[config.mk]
export PLATFORM = sky130hd
export DESIGN_NAME = sram_arbiter
export DESIGN_NICKNAME = d
export VERILOG_FILES = /design/src/rtl/sram_arbiter.sv
export SDC_FILE = /design/constraint.sdc
export NUM_CORES = 1
export LEC_CHECK = 0
export CELL_PAD_IN_SITES_DETAIL_PLACEMENT = 1
export CELL_PAD_IN_SITES_GLOBAL_PLACEMENT = 1
export CORE_MARGIN = 2
export CORE_UTILIZATION = 31
export CTS_CLUSTER_DIAMETER = 30
export DETAILED_ROUTE_END_ITERATION = 10
export PLACE_DENSITY = 0.84
export SLEW_MARGIN = 20
export SYNTH_ARGS = -nofsm -noshare
export SYNTH_HDL_FRONTEND = slang
export SYNTH_SLANG_ARGS = --single-unit
[constraint.sdc]
create_clock -name clk -period 4.06 [get_ports clk]
set_input_delay 0.812 -clock clk [delete_from_list [all_inputs] [get_ports clk]]
set_output_delay 0.812 -clock clk [all_outputs]
set_load 0.05 [all_outputs]
[src/rtl/sram_arbiter.sv]
// Round-robin arbiter sharing one 32-bit SRAM word port among NUM_REQ requesters.
// Define SRAM_ARB_TIMEOUT_EN to abort a transaction after TIMEOUT cycles without mem_done.
module sram_arbiter #(
    parameter int unsigned NUM_REQ = 3,
    parameter int unsigned ADDR_W  = 18,
    parameter int unsigned DATA_W  = 32,
    parameter int unsigned TIMEOUT = 64
) (
    input  logic                      clk,
    input  logic                      rst_n,
    input  logic [NUM_REQ-1:0]        req,
    input  logic [NUM_REQ-1:0]        req_we,
    input  logic [NUM_REQ*ADDR_W-1:0] req_addr,
    input  logic [NUM_REQ*DATA_W-1:0] req_wdata,
    output logic [NUM_REQ-1:0]        gnt,
    output logic [NUM_REQ-1:0]        ack,
    output logic [NUM_REQ-1:0]        err,
    output logic [DATA_W-1:0]         rdata,
    output logic                      mem_req,
    output logic                      mem_wren,
    output logic [ADDR_W-1:0]         mem_addr,
    output logic [DATA_W-1:0]         mem_wdata,
    input  logic [DATA_W-1:0]         mem_rdata,
    input  logic                      mem_done,
    output logic                      timeout_flag
);

    localparam int unsigned IdxW = $clog2(NUM_REQ);

    typedef enum logic [1:0] {StIdle, StIssue, StWait, StResp} state_e;

    state_e              state_q, state_d;
    logic [IdxW-1:0]     last_q, last_d;
    logic [IdxW-1:0]     win_q, win_d;
    logic [NUM_REQ-1:0]  gnt_q, gnt_d;
    logic                mem_wren_q, mem_wren_d;
    logic [ADDR_W-1:0]   mem_addr_q, mem_addr_d;
    logic [DATA_W-1:0]   mem_wdata_q, mem_wdata_d;
    logic [DATA_W-1:0]   rdata_q, rdata_d;

    logic                found;
    logic [IdxW-1:0]     pick;

`ifdef SRAM_ARB_TIMEOUT_EN
    localparam int unsigned CntW = $clog2(TIMEOUT + 1);

    logic [CntW-1:0]     cnt_q, cnt_d;
    logic                err_q, err_d;
    logic                tflag_q, tflag_d;
`else
    logic                unused_timeout;
    assign unused_timeout = ^TIMEOUT;
`endif

    // Search from the requester after the last winner, wrapping around.
    always_comb begin
        logic [IdxW:0] sum;
        found = 1'b0;
        pick  = last_q;
        sum   = '0;
        for (int unsigned i = 1; i <= NUM_REQ; i++) begin
            sum = {1'b0, last_q} + (IdxW + 1)'(i);
            if (sum >= (IdxW + 1)'(NUM_REQ)) begin
                sum = sum - (IdxW + 1)'(NUM_REQ);
            end
            if (!found && req[sum[IdxW-1:0]]) begin
                found = 1'b1;
                pick  = sum[IdxW-1:0];
            end
        end
    end

    always_comb begin
        state_d     = state_q;
        last_d      = last_q;
        win_d       = win_q;
        gnt_d       = gnt_q;
        mem_wren_d  = mem_wren_q;
        mem_addr_d  = mem_addr_q;
        mem_wdata_d = mem_wdata_q;
        rdata_d     = rdata_q;
`ifdef SRAM_ARB_TIMEOUT_EN
        cnt_d       = cnt_q;
        err_d       = err_q;
        tflag_d     = tflag_q;
`endif
        unique case (state_q)
            StIdle: begin
                if (found) begin
                    win_d       = pick;
                    gnt_d       = NUM_REQ'(1'b1) << pick;
                    mem_wren_d  = req_we[pick];
                    mem_addr_d  = req_addr[32'(pick) * ADDR_W +: ADDR_W];
                    mem_wdata_d = req_wdata[32'(pick) * DATA_W +: DATA_W];
                    state_d     = StIssue;
                end
            end
            StIssue: begin
`ifdef SRAM_ARB_TIMEOUT_EN
                cnt_d = '0;
                err_d = 1'b0;
`endif
                state_d = StWait;
            end
            StWait: begin
                if (mem_done) begin
                    if (!mem_wren_q) begin
                        rdata_d = mem_rdata;
                    end
                    state_d = StResp;
`ifdef SRAM_ARB_TIMEOUT_EN
                end else if (cnt_q == CntW'(TIMEOUT - 1)) begin
                    // Counter reaches TIMEOUT this cycle with no completion.
                    err_d   = 1'b1;
                    tflag_d = 1'b1;
                    state_d = StResp;
                end else begin
                    cnt_d = cnt_q + 1'b1;
`endif
                end
            end
            StResp: begin
                gnt_d   = '0;
                last_d  = win_q;
                state_d = StIdle;
            end
            default: state_d = StIdle;
        endcase
    end

    always_ff @(posedge clk or negedge rst_n) begin
        if (!rst_n) begin
            state_q     <= StIdle;
            last_q      <= IdxW'(NUM_REQ - 1);
            win_q       <= '0;
            gnt_q       <= '0;
            mem_wren_q  <= 1'b0;
            mem_addr_q  <= '0;
            mem_wdata_q <= '0;
            rdata_q     <= '0;
`ifdef SRAM_ARB_TIMEOUT_EN
            cnt_q       <= '0;
            err_q       <= 1'b0;
            tflag_q     <= 1'b0;
`endif
        end else begin
            state_q     <= state_d;
            last_q      <= last_d;
            win_q       <= win_d;
            gnt_q       <= gnt_d;
            mem_wren_q  <= mem_wren_d;
            mem_addr_q  <= mem_addr_d;
            mem_wdata_q <= mem_wdata_d;
            rdata_q     <= rdata_d;
`ifdef SRAM_ARB_TIMEOUT_EN
            cnt_q       <= cnt_d;
            err_q       <= err_d;
            tflag_q     <= tflag_d;
`endif
        end
    end

    assign gnt       = gnt_q;
    assign ack       = (state_q == StResp) ? gnt_q : '0;
    assign mem_req   = (state_q == StIssue);
    assign mem_wren  = mem_wren_q;
    assign mem_addr  = mem_addr_q;
    assign mem_wdata = mem_wdata_q;
    assign rdata     = rdata_q;
`ifdef SRAM_ARB_TIMEOUT_EN
    assign err          = (state_q == StResp && err_q) ? gnt_q : '0;
    assign timeout_flag = tflag_q;
`else
    assign err          = '0;
    assign timeout_flag = 1'b0;
`endif

endmodule

==> impl_summary.md, run 1 <==
Yosys
The Yosys step of the flow raised 0 warnings. By area the synthesized netlist is led by sky130_fd_sc_hd__dfrtp_1, sky130_fd_sc_hd__a211oi_2, sky130_fd_sc_hd__mux2i_1. Summed over all instances, the cell type with the most area after synthesis is sky130_fd_sc_hd__dfrtp_1. The sequential-to-total area share from yosys stat is 45.0%.

The count of flip-flops with a built-in enable after synthesis is 0. The flip-flop and latch count after synthesis is 92. The gate count after technology mapping is 447. Each instance of the synthesized netlist takes up on average 11.4 µm². After synthesis the cells add up to 5110 µm². The most used flip-flop cell after synthesis is sky130_fd_sc_hd__dfrtp_1. The post-synthesis cell type count is 45. The synthesized design devotes to its leading area cell type 44.5% of total area. The fraction of synthesis flops using an asynchronous set or reset pin is 100%.

Floorplan
The height of the die is 132 µm. The die footprint is 17500 µm². The horizontal extent of the die is 132 µm. The number of cell rows is 46. The floorplan core area is 16000 µm². The initial utilization of the core area, before any placement, comes to 32.0%. The number of I/O pins is 285.

Final layout
The post-route netlist has 16.8% of its cells at a drive strength greater than 1. The number of antenna diodes in the final layout is 0. The signed area change from the synthesized netlist to the final layout is 64.5%.

Counting the fill cells in the layout gives 1724. The final layout contains 910 nets. The post-route cell area is 8410 µm². The sequential cells in the finished layout cover a total of 2300 µm². The footprint of the multi-input gates is 2610 µm².

Placed design
Input and output buffers added on the ports amount to 280. In this run the cell area measured after placement is 8110 µm². At the end of routability-driven placement, the weighted congestion stood at 0.826. The post-detailed-placement half-perimeter wirelength is 14500 µm.

CTS
The number of levels the H-tree was split into is 3. The library cell used as clock root buffer is sky130_fd_sc_hd__clkbuf_16. TritonCTS created 9 clock buffers. The later pin in the worst-skew pair is clocked with a latency of 350 ps. For this design, the CTS-stage hold fixing added 0 buffers. The maximum buffer depth of the clock tree is 2. Clock-pin slew was measured on the worst setup and hold paths at 60 ps. The post-CTS setup buffer count is 0. The clock tree from TritonCTS is yes. For this design, the sink count on the clock tree is 92.

Post-CTS repair changed the size of 0 cells.

Power and ir drop
The standby leakage power is 3.37 nW. For this design the ratio of total power to cell area is 970 nW/µm². The worst-case IR drop observed on VDD is 0.523 mV.

Drt
The mean number of vias per cell is 5.09. The average routed wire per standard cell is 20.3 µm. Signal routing reaches up to met4. The final layout contains routed wiring with a total length of 18900 µm. Detailed routing placed a total of 1360 µm of wire on met3.

The vias after detailed routing is 4737. The length of routed wiring on met1 is 7330 µm. The number of DRC violations after detailed routing is 0.

The antenna violation net count after detailed routing is 0. The violation count after the first detailed-routing iteration is 120. The number of iterations in the first detailed-routing pass is 4. After detailed routing, the met2 layer carries 9710 µm of wire.

Outcome
The flow ran to the end, and the final reports show no timing, DRC or antenna violations.

Run
The number of violations of the max-capacitance limit is 0.

Critical path
The critical path in this run is classified as flip-flop to flip-flop. The capturing element type of the critical path is a flip-flop. The destination of the critical timing path is mem_addr[3]. The worst flop-to-flop path endpoint is mem_addr[3]. In this run the register-to-register setup slack is 880 ps. The timing startpoint of the critical path is last_q[0]. STA classifies the critical path startpoint as a flip-flop. The startpoint of the worst-slack reg-to-reg timing path is last_q[0]. The data required time of the critical path is 4310 ps.

The path depth of the worst reg2reg path is 8. The maximum fanout along the worst path is 24. The signal arrival time at the worst endpoint is 3430 ps.

Timing
The worst slew margin relative to its limit is 50.5%. The setup TNS after final layout is 0 ps. The number of hold violations in the final report is 0.

For the pin with the worst max-slew slack, the measured transition is 742 ps. Setup violations remaining at the end of the flow were counted as 0. The max-slew violation count is 0. The post-route fraction of the period consumed by the critical path is 78.4%. The post-route minimum period is 3180 ps. The post-route clock skew is 4.95 ps. Setup repair after global routing left no endpoint under its margin.

The maximum clock rate is 314 MHz.

Min path
The path class of the tightest hold or removal check is flip-flop to flip-flop.

Global route
Entering global routing, the biggest net connects 81 pins. The total congestion overflow after global routing is 0. Global routing used 21.9% of the available tracks across all layers. The number of global-route vias before repair is 5311.

The first-pass GRT wire length is 30000 µm. The number of antenna violations at the first check in global routing is 0.
==> worst min-delay path by stage <==
| stage | from | end | slack, ps | cells past startpoint |
|---|---|---|---|---|
| floorplan | win_q[0] | win_q[0] | 450 | 2 |
| global placement | win_q[0] | win_q[0] | 460 | 2 |
| detailed placement | win_q[0] | win_q[0] | 470 | 2 |
| CTS | win_q[0] | win_q[0] | 480 | 2 |
| global route | win_q[0] | win_q[0] | 500 | 2 |
| finish | win_q[0] | win_q[0] | 480 | 2 |
==> cell usage after synthesis (2+ instances only) <==
cell and instances:
sky130_fd_sc_hd__buf_2 9, sky130_fd_sc_hd__nor2b_1 5, sky130_fd_sc_hd__a211oi_2 50, sky130_fd_sc_hd__mux2i_1 55, sky130_fd_sc_hd__ha_1 9, sky130_fd_sc_hd__and2_1 3
sky130_fd_sc_hd__buf_6 6, sky130_fd_sc_hd__nand2b_1 5, sky130_fd_sc_hd__o21a_1 3, sky130_fd_sc_hd__inv_1 8, sky130_fd_sc_hd__mux2_2 33, sky130_fd_sc_hd__a211oi_1 2
sky130_fd_sc_hd__nor2_1 52, sky130_fd_sc_hd__dfrtp_1 91, sky130_fd_sc_hd__clkbuf_1 21, sky130_fd_sc_hd__nor4_1 51, sky130_fd_sc_hd__a22o_1 3, sky130_fd_sc_hd__buf_4 4
sky130_fd_sc_hd__nand2_1 7, sky130_fd_sc_hd__o21ai_0 4, sky130_fd_sc_hd__nand3b_1 2
==> logic make-up after synthesis <==
| kind of cell | share of synthesized area [%] |
|---|---|
| AOI/OAI and AO/OA | 16.5 |
| adders and majority gates | 2.20 |
| buffers and inverters | 4.99 |
| DFF | 45.0 |
| muxes | 18.0 |
| other | 0.0733 |
| and+or+nand+nor | 13.2 |
==> power by group <==
group          switching [W]  internal (W)  total [W]  leakage [nW]
combinational        0.00358       0.00208    0.00566          2.17
clock               0.000372      0.000456   0.000828         0.144
sequential          0.000272       0.00140    0.00167          1.06
total                0.00423       0.00393    0.00816          3.37
==> state kept, by name, indices dropped and copies added (netlist names) <==
register / count
win_q: 2
mem_wdata: 32
gnt: 3
state_q: 2
rdata: 32
mem_addr: 18
last_q: 2
mem_wren: 1
==> metal layers <==
metal | vias to the layer above | global-route usage (%)
met5 | - | 0
met4 | 0 | 8.30
met3 | 33 | 5.90
met2 | 217 | 38.9
met1 | 2296 | 25.1
li1 | 2191 | -
==> cells in the final DEF (no fill, tap or decap), types with 2 or more instances in the layout <==
cell type,netlist,routed
sky130_fd_sc_hd__nand3b_1,2,2
sky130_fd_sc_hd__o22ai_4,0,2
sky130_fd_sc_hd__conb_1,1,4
sky130_fd_sc_hd__ha_1,9,9
sky130_fd_sc_hd__dfrtp_1,91,91
sky130_fd_sc_hd__clkdlybuf4s50_1,0,279
sky130_fd_sc_hd__mux2_2,33,33
sky130_fd_sc_hd__nor2_1,52,52
sky130_fd_sc_hd__clkbuf_16,0,9
sky130_fd_sc_hd__o21ai_0,4,4
sky130_fd_sc_hd__clkbuf_8,0,2
sky130_fd_sc_hd__a211oi_1,2,2
sky130_fd_sc_hd__nand2b_1,5,5
sky130_fd_sc_hd__a211oi_2,50,50
sky130_fd_sc_hd__and2_1,3,3
sky130_fd_sc_hd__mux2i_1,55,55
sky130_fd_sc_hd__clkinv_4,0,3
sky130_fd_sc_hd__inv_1,8,8
sky130_fd_sc_hd__nor2b_1,5,5
sky130_fd_sc_hd__o21a_1,3,2
sky130_fd_sc_hd__a22o_1,3,2
sky130_fd_sc_hd__nor4_1,51,51
sky130_fd_sc_hd__buf_12,0,2
sky130_fd_sc_hd__buf_4,4,8
sky130_fd_sc_hd__nand2_1,7,7
==> critical path, stage by stage (launching register included) <==
cell                       delay (ps)
sky130_fd_sc_hd__dfrtp_1          490
sky130_fd_sc_hd__inv_1            140
sky130_fd_sc_hd__ha_1             580
sky130_fd_sc_hd__a21bo_2          270
sky130_fd_sc_hd__a221o_1          320
sky130_fd_sc_hd__a22oi_2          540
sky130_fd_sc_hd__buf_4            410
sky130_fd_sc_hd__nor4_1           110
sky130_fd_sc_hd__a211oi_2         210
==> through the flow <==
step | hold WS [ps] | setup slack, ps | cells | total power, W | utilization [%]
floorplan | 446 | 1620 | 450 | 0.00557 | -
finish | 480 | 876 | 931 | 0.00816 | 52.6
global route | 497 | 638 | 931 | 0.00861 | 52.6
CTS | 482 | 848 | 931 | 0.00824 | 52.5
detailed placement | 466 | 733 | 915 | 0.00739 | 50.7
global placement | 462 | 890 | 915 | 0.00716 | 50.7
==> final cells by class <==
class	instances	area share (%)
repair buffers	290	34.5
multi-input cells	309	31.0
flip-flops and latches	92	27.4
well taps	216	3.21
clock buffers	11	3.01
clock inverters	5	0.536
inverters	8	0.357
Note: power is estimated with default switching activity, not from simulation.
==> inputs of run 2 (changes only) <==
--- a/config.mk
+++ b/config.mk
@@ -8,10 +8,10 @@
 export CELL_PAD_IN_SITES_DETAIL_PLACEMENT = 1
 export CELL_PAD_IN_SITES_GLOBAL_PLACEMENT = 1
 export CORE_MARGIN = 2
-export CORE_UTILIZATION = 31
+export CORE_UTILIZATION = 26
 export CTS_CLUSTER_DIAMETER = 30
 export DETAILED_ROUTE_END_ITERATION = 10
-export PLACE_DENSITY = 0.84
+export PLACE_DENSITY = 0.74
 export SLEW_MARGIN = 20
 export SYNTH_ARGS = -nofsm -noshare
 export SYNTH_HDL_FRONTEND = slang
==> constraint.sdc (replaced) <==
create_clock -name clk -period 2.65 [get_ports clk]
set_input_delay 0.53 -clock clk [delete_from_list [all_inputs] [get_ports clk]]
set_output_delay 0.53 -clock clk [all_outputs]
set_load 0.05 [all_outputs]
==> run 2 against run 1 <==
  * Flip-flop and latch count stayed put
  * Critical path type unchanged
  * Non-clock buffer count is 14 higher
  * Maximum frequency is 27% higher
  * Utilization is 7.9 points lower
  * Critical path depth stayed put
  * Clock-buffer cell count is 2 lower
  * Die area is 19% higher
  * Via count is 1.7% higher
  * Combinational power is 59% higher
  * Final cell count is 6.8% higher
==> impl_summary.md, run 2 (synthesis gave the netlist of run 1 again) <==
Outcome
The flow ran to the end, and the final reports show no timing, DRC or antenna violations.

Drt
The average routed wire per standard cell was 19.5 µm (-3.8%). The vias after detailed routing is 4816 (+1.7%). The mean number of vias per cell is 4.85 (-4.8%). The number of DRC violations after detailed routing is 0 (unchanged). The antenna violation net count after detailed routing is 0 (unchanged). The total wire length is 19400 µm (+2.7%). The violation count after the first detailed-routing iteration is 145 (+21%). The number of iterations in the first detailed-routing pass is 4 (unchanged).

Power and ir drop
The net load switching power is 0.00654 W (+55%). The share of total power in sequential cells is 19.7% (-0.8 points). The switching power share of the total came to 50.7% (-1.1 points). The total design power came to 0.0129 W (+58%). The portion of total power attributed to combinational logic is 69.9% (+0.5 points). The power per unit of standard cell area is 1490 nW/µm² (+54%). The clock network power share came to 10.4% (+0.3 points). The internal cell power came to 0.00636 W (+62%). The standby leakage power is 3.52 nW (+4.3%). The worst vdd rail ir drop is 0.558 mV (+6.6%).

Floorplan
The floorplan core area was 19400 µm² (+21%). The number of cell rows was 51 (+11%). The horizontal extent of the die is 144 µm (+8.9%). The number of I/O pins is 285 (unchanged). The starting utilization of the core area is 26.4% (-5.6 points). The height of the die was 144 µm (+8.9%). The die footprint was 20800 µm² (+19%).

CTS
TritonCTS built the clock tree. The clock-pin slew reported for the worst setup and hold paths after clock tree synthesis is 70 ps (about the same). The number of clock sinks is 92 (unchanged). The number of levels the H-tree was split into came to 3 (unchanged). The source-to-sink clock delay at the later pin of the worst-skew pair came to 350 ps (about the same). The total of hold buffers inserted after clock tree synthesis is 0 (unchanged). The maximum buffer depth of the clock tree is 2 (unchanged). The number of buffers inserted during clock tree synthesis is 9 (unchanged).

The cell sitting at the root of the clock tree is a sky130_fd_sc_hd__clkbuf_16.

Global route
The total track usage came to 18.0% (-3.9 points). The met2 global-route usage is 32.9% (-6.1 points). The number of global-route vias before repair is 5276 (-0.66%). The met1 demand-to-capacity share in global routing is 20.0% (-5.1 points). The layer with the highest usage after global routing is met2.

The largest net degree at the start of global routing is 33 (-59%). The total congestion overflow after global routing is 0 (unchanged). The number of antenna violations at the first check in global routing is 2 (+2). The first-pass GRT wire length is 28700 µm (-4.3%).

The met3 track utilization from global routing is 5.07% (-0.83 points).

Timing
Setup repair after global routing left no endpoint under its margin. The post-route fraction of the period consumed by the critical path came to 94.3% (+16 points). The number of hold violations in the final report is 0 (unchanged). The final-report setup violation count is 0 (unchanged). The maximum clock rate was 400 MHz (+27%). The post-route minimum period is 2500 ps (-684 ps).

The worst slew margin relative to its limit came to 63.3% (+13 points). The max-slew violation count is 0 (unchanged). The post-route clock skew is 12.9 ps (+7.97 ps). The slew at the pin with the worst max-slew slack is 549 ps (-193 ps).

Critical path
The startpoint of the worst-slack reg-to-reg timing path is last_q[1]. The worst flop-to-flop path endpoint is mem_wdata[24]. The signal arrival time at the worst endpoint is 2750 ps (-680 ps). The destination of the critical timing path is mem_wdata[24]. The maximum fanout along the worst path is 24 (unchanged). The worst setup slack for register-to-register paths was 150 ps (-730 ps). The data required time of the critical path was 2900 ps (-1410 ps). The most critical setup path has its startpoint at last_q[1]. STA classifies the critical path startpoint as a flip-flop. The capturing element type of the critical path is a flip-flop. The path depth of the worst reg2reg path was 8 (unchanged). The type of the worst setup path is flip-flop to flip-flop.

Final layout
The post-layout instance count excluding filler cells came to 994 (+6.8%). The net count reported at finish is 924 (+1.5%). Compared with the post-synthesis result, the final layout area differs by 69.3%. Leaving out fill and tap cells, the most frequent cells in the layout are sky130_fd_sc_hd__clkdlybuf4s50_1, sky130_fd_sc_hd__dfrtp_1, sky130_fd_sc_hd__mux2i_1, sky130_fd_sc_hd__nor2_1, sky130_fd_sc_hd__nor4_1. The layout filler cell count is 2144 (+24%). Leaving out fill and tap cells, the most frequent cell in the layout is sky130_fd_sc_hd__clkdlybuf4s50_1.

The fraction of final layout cells with drive strength greater than 1 came to 18.4% (+1.6 points). The post-route cell area is 8660 µm² (+2.9%). The share of the core filled with cells is 44.6% (-7.9 points).

Min path
In this run the worst hold path is classified as input pin to async pin.

Placed design
The placed instance count was 978 (+6.9%). The final estimated routing congestion in global placement was 0.806 (-2.4%). The number of I/O port buffers came to 280 (unchanged). The post-detailed-placement half-perimeter wirelength is 15100 µm (+4.1%). The total placed instance area is 8330 µm² (+2.7%).

Run
The number of violations of the max-capacitance limit is 0 (unchanged).
## run 2: cell types whose count changed in the layout (fill, tap and decap cells not counted), sizes merged
cell,previous run,this run
diode,0,1
buf,11,25
dlymetal6s2s,0,3
clkbuf,11,9
clkdlybuf4s50,279,276
bufinv,0,1
## run 2: worst min-delay path by stage
stage / cells after the start / end
2_1_floorplan: 0 / gnt[0]
3_3_place_gp: 2 / win_q[0]
3_5_place_dp: 2 / win_q[0]
4_1_cts: 1 / rdata[2]
5_1_grt: 1 / rdata[2]
6_report: 1 / rdata[2]
## run 2: final cells by class
| class | count | area, µm² | share of cell area (%) |
|---|---|---|---|
| antenna | 1 | 2.50 | 0.0289 |
| timing repair buffer | 304 | 3070 | 35.5 |
| inverter | 8 | 30.0 | 0.347 |
| clock buffer | 9 | 225 | 2.60 |
| sequential | 92 | 2300 | 26.6 |
| multi-input combinational | 309 | 2620 | 30.2 |
| tap | 265 | 332 | 3.83 |
| clock inverter | 6 | 75.1 | 0.867 |
## run 2: critical path: stages, from the launching register on
cell and delay, ps:
sky130_fd_sc_hd__dfstp_2 560, sky130_fd_sc_hd__inv_1 100, sky130_fd_sc_hd__ha_4 320, sky130_fd_sc_hd__a21bo_2 220, sky130_fd_sc_hd__a221o_1 330, sky130_fd_sc_hd__a22o_2 280, sky130_fd_sc_hd__o21a_4 160, sky130_fd_sc_hd__buf_12 180
sky130_fd_sc_hd__a211oi_2 240
## run 2: routing by layer
layer / routed length [µm] / share of wire (%)
met4: 415 / 2.1
met5: 0 / 0
met1: 7600 / 39
met3: 1610 / 8.3
met2: 9790 / 50
## run 2: stage by stage
| stage | hold WS (ps) | setup slack, ps | TNS (ps) |
|---|---|---|---|
| global route | 123 | 54.6 | 0 |
| finish | 97.9 | 150 | 0 |
| detailed placement | 479 | -14.3 | -14.3 |
| floorplan | 234 | 212 | 0 |
| CTS | 116 | 28.3 | 0 |
| global placement | 464 | 95.8 | 0 |
## run 2: what timing repair did
action,CTS,global route
endpoints found under the setup margin,0,15
gates resized for setup,0,7
buffers inserted,0,0
endpoints found under the hold margin,0,0
## run 2: power by group through the flow
stage | registers, W | logic (W) | clock network, W
6_report | 0.00254 | 0.00902 | 0.00134
5_1_grt | 0.00263 | 0.00959 | 0.00144
4_1_cts | 0.00255 | 0.00909 | 0.00138
3_5_place_dp | 0.00257 | 0.00907 | 0
3_3_place_gp | 0.00253 | 0.00883 | 0
2_1_floorplan | 0.00475 | 0.00379 | 0
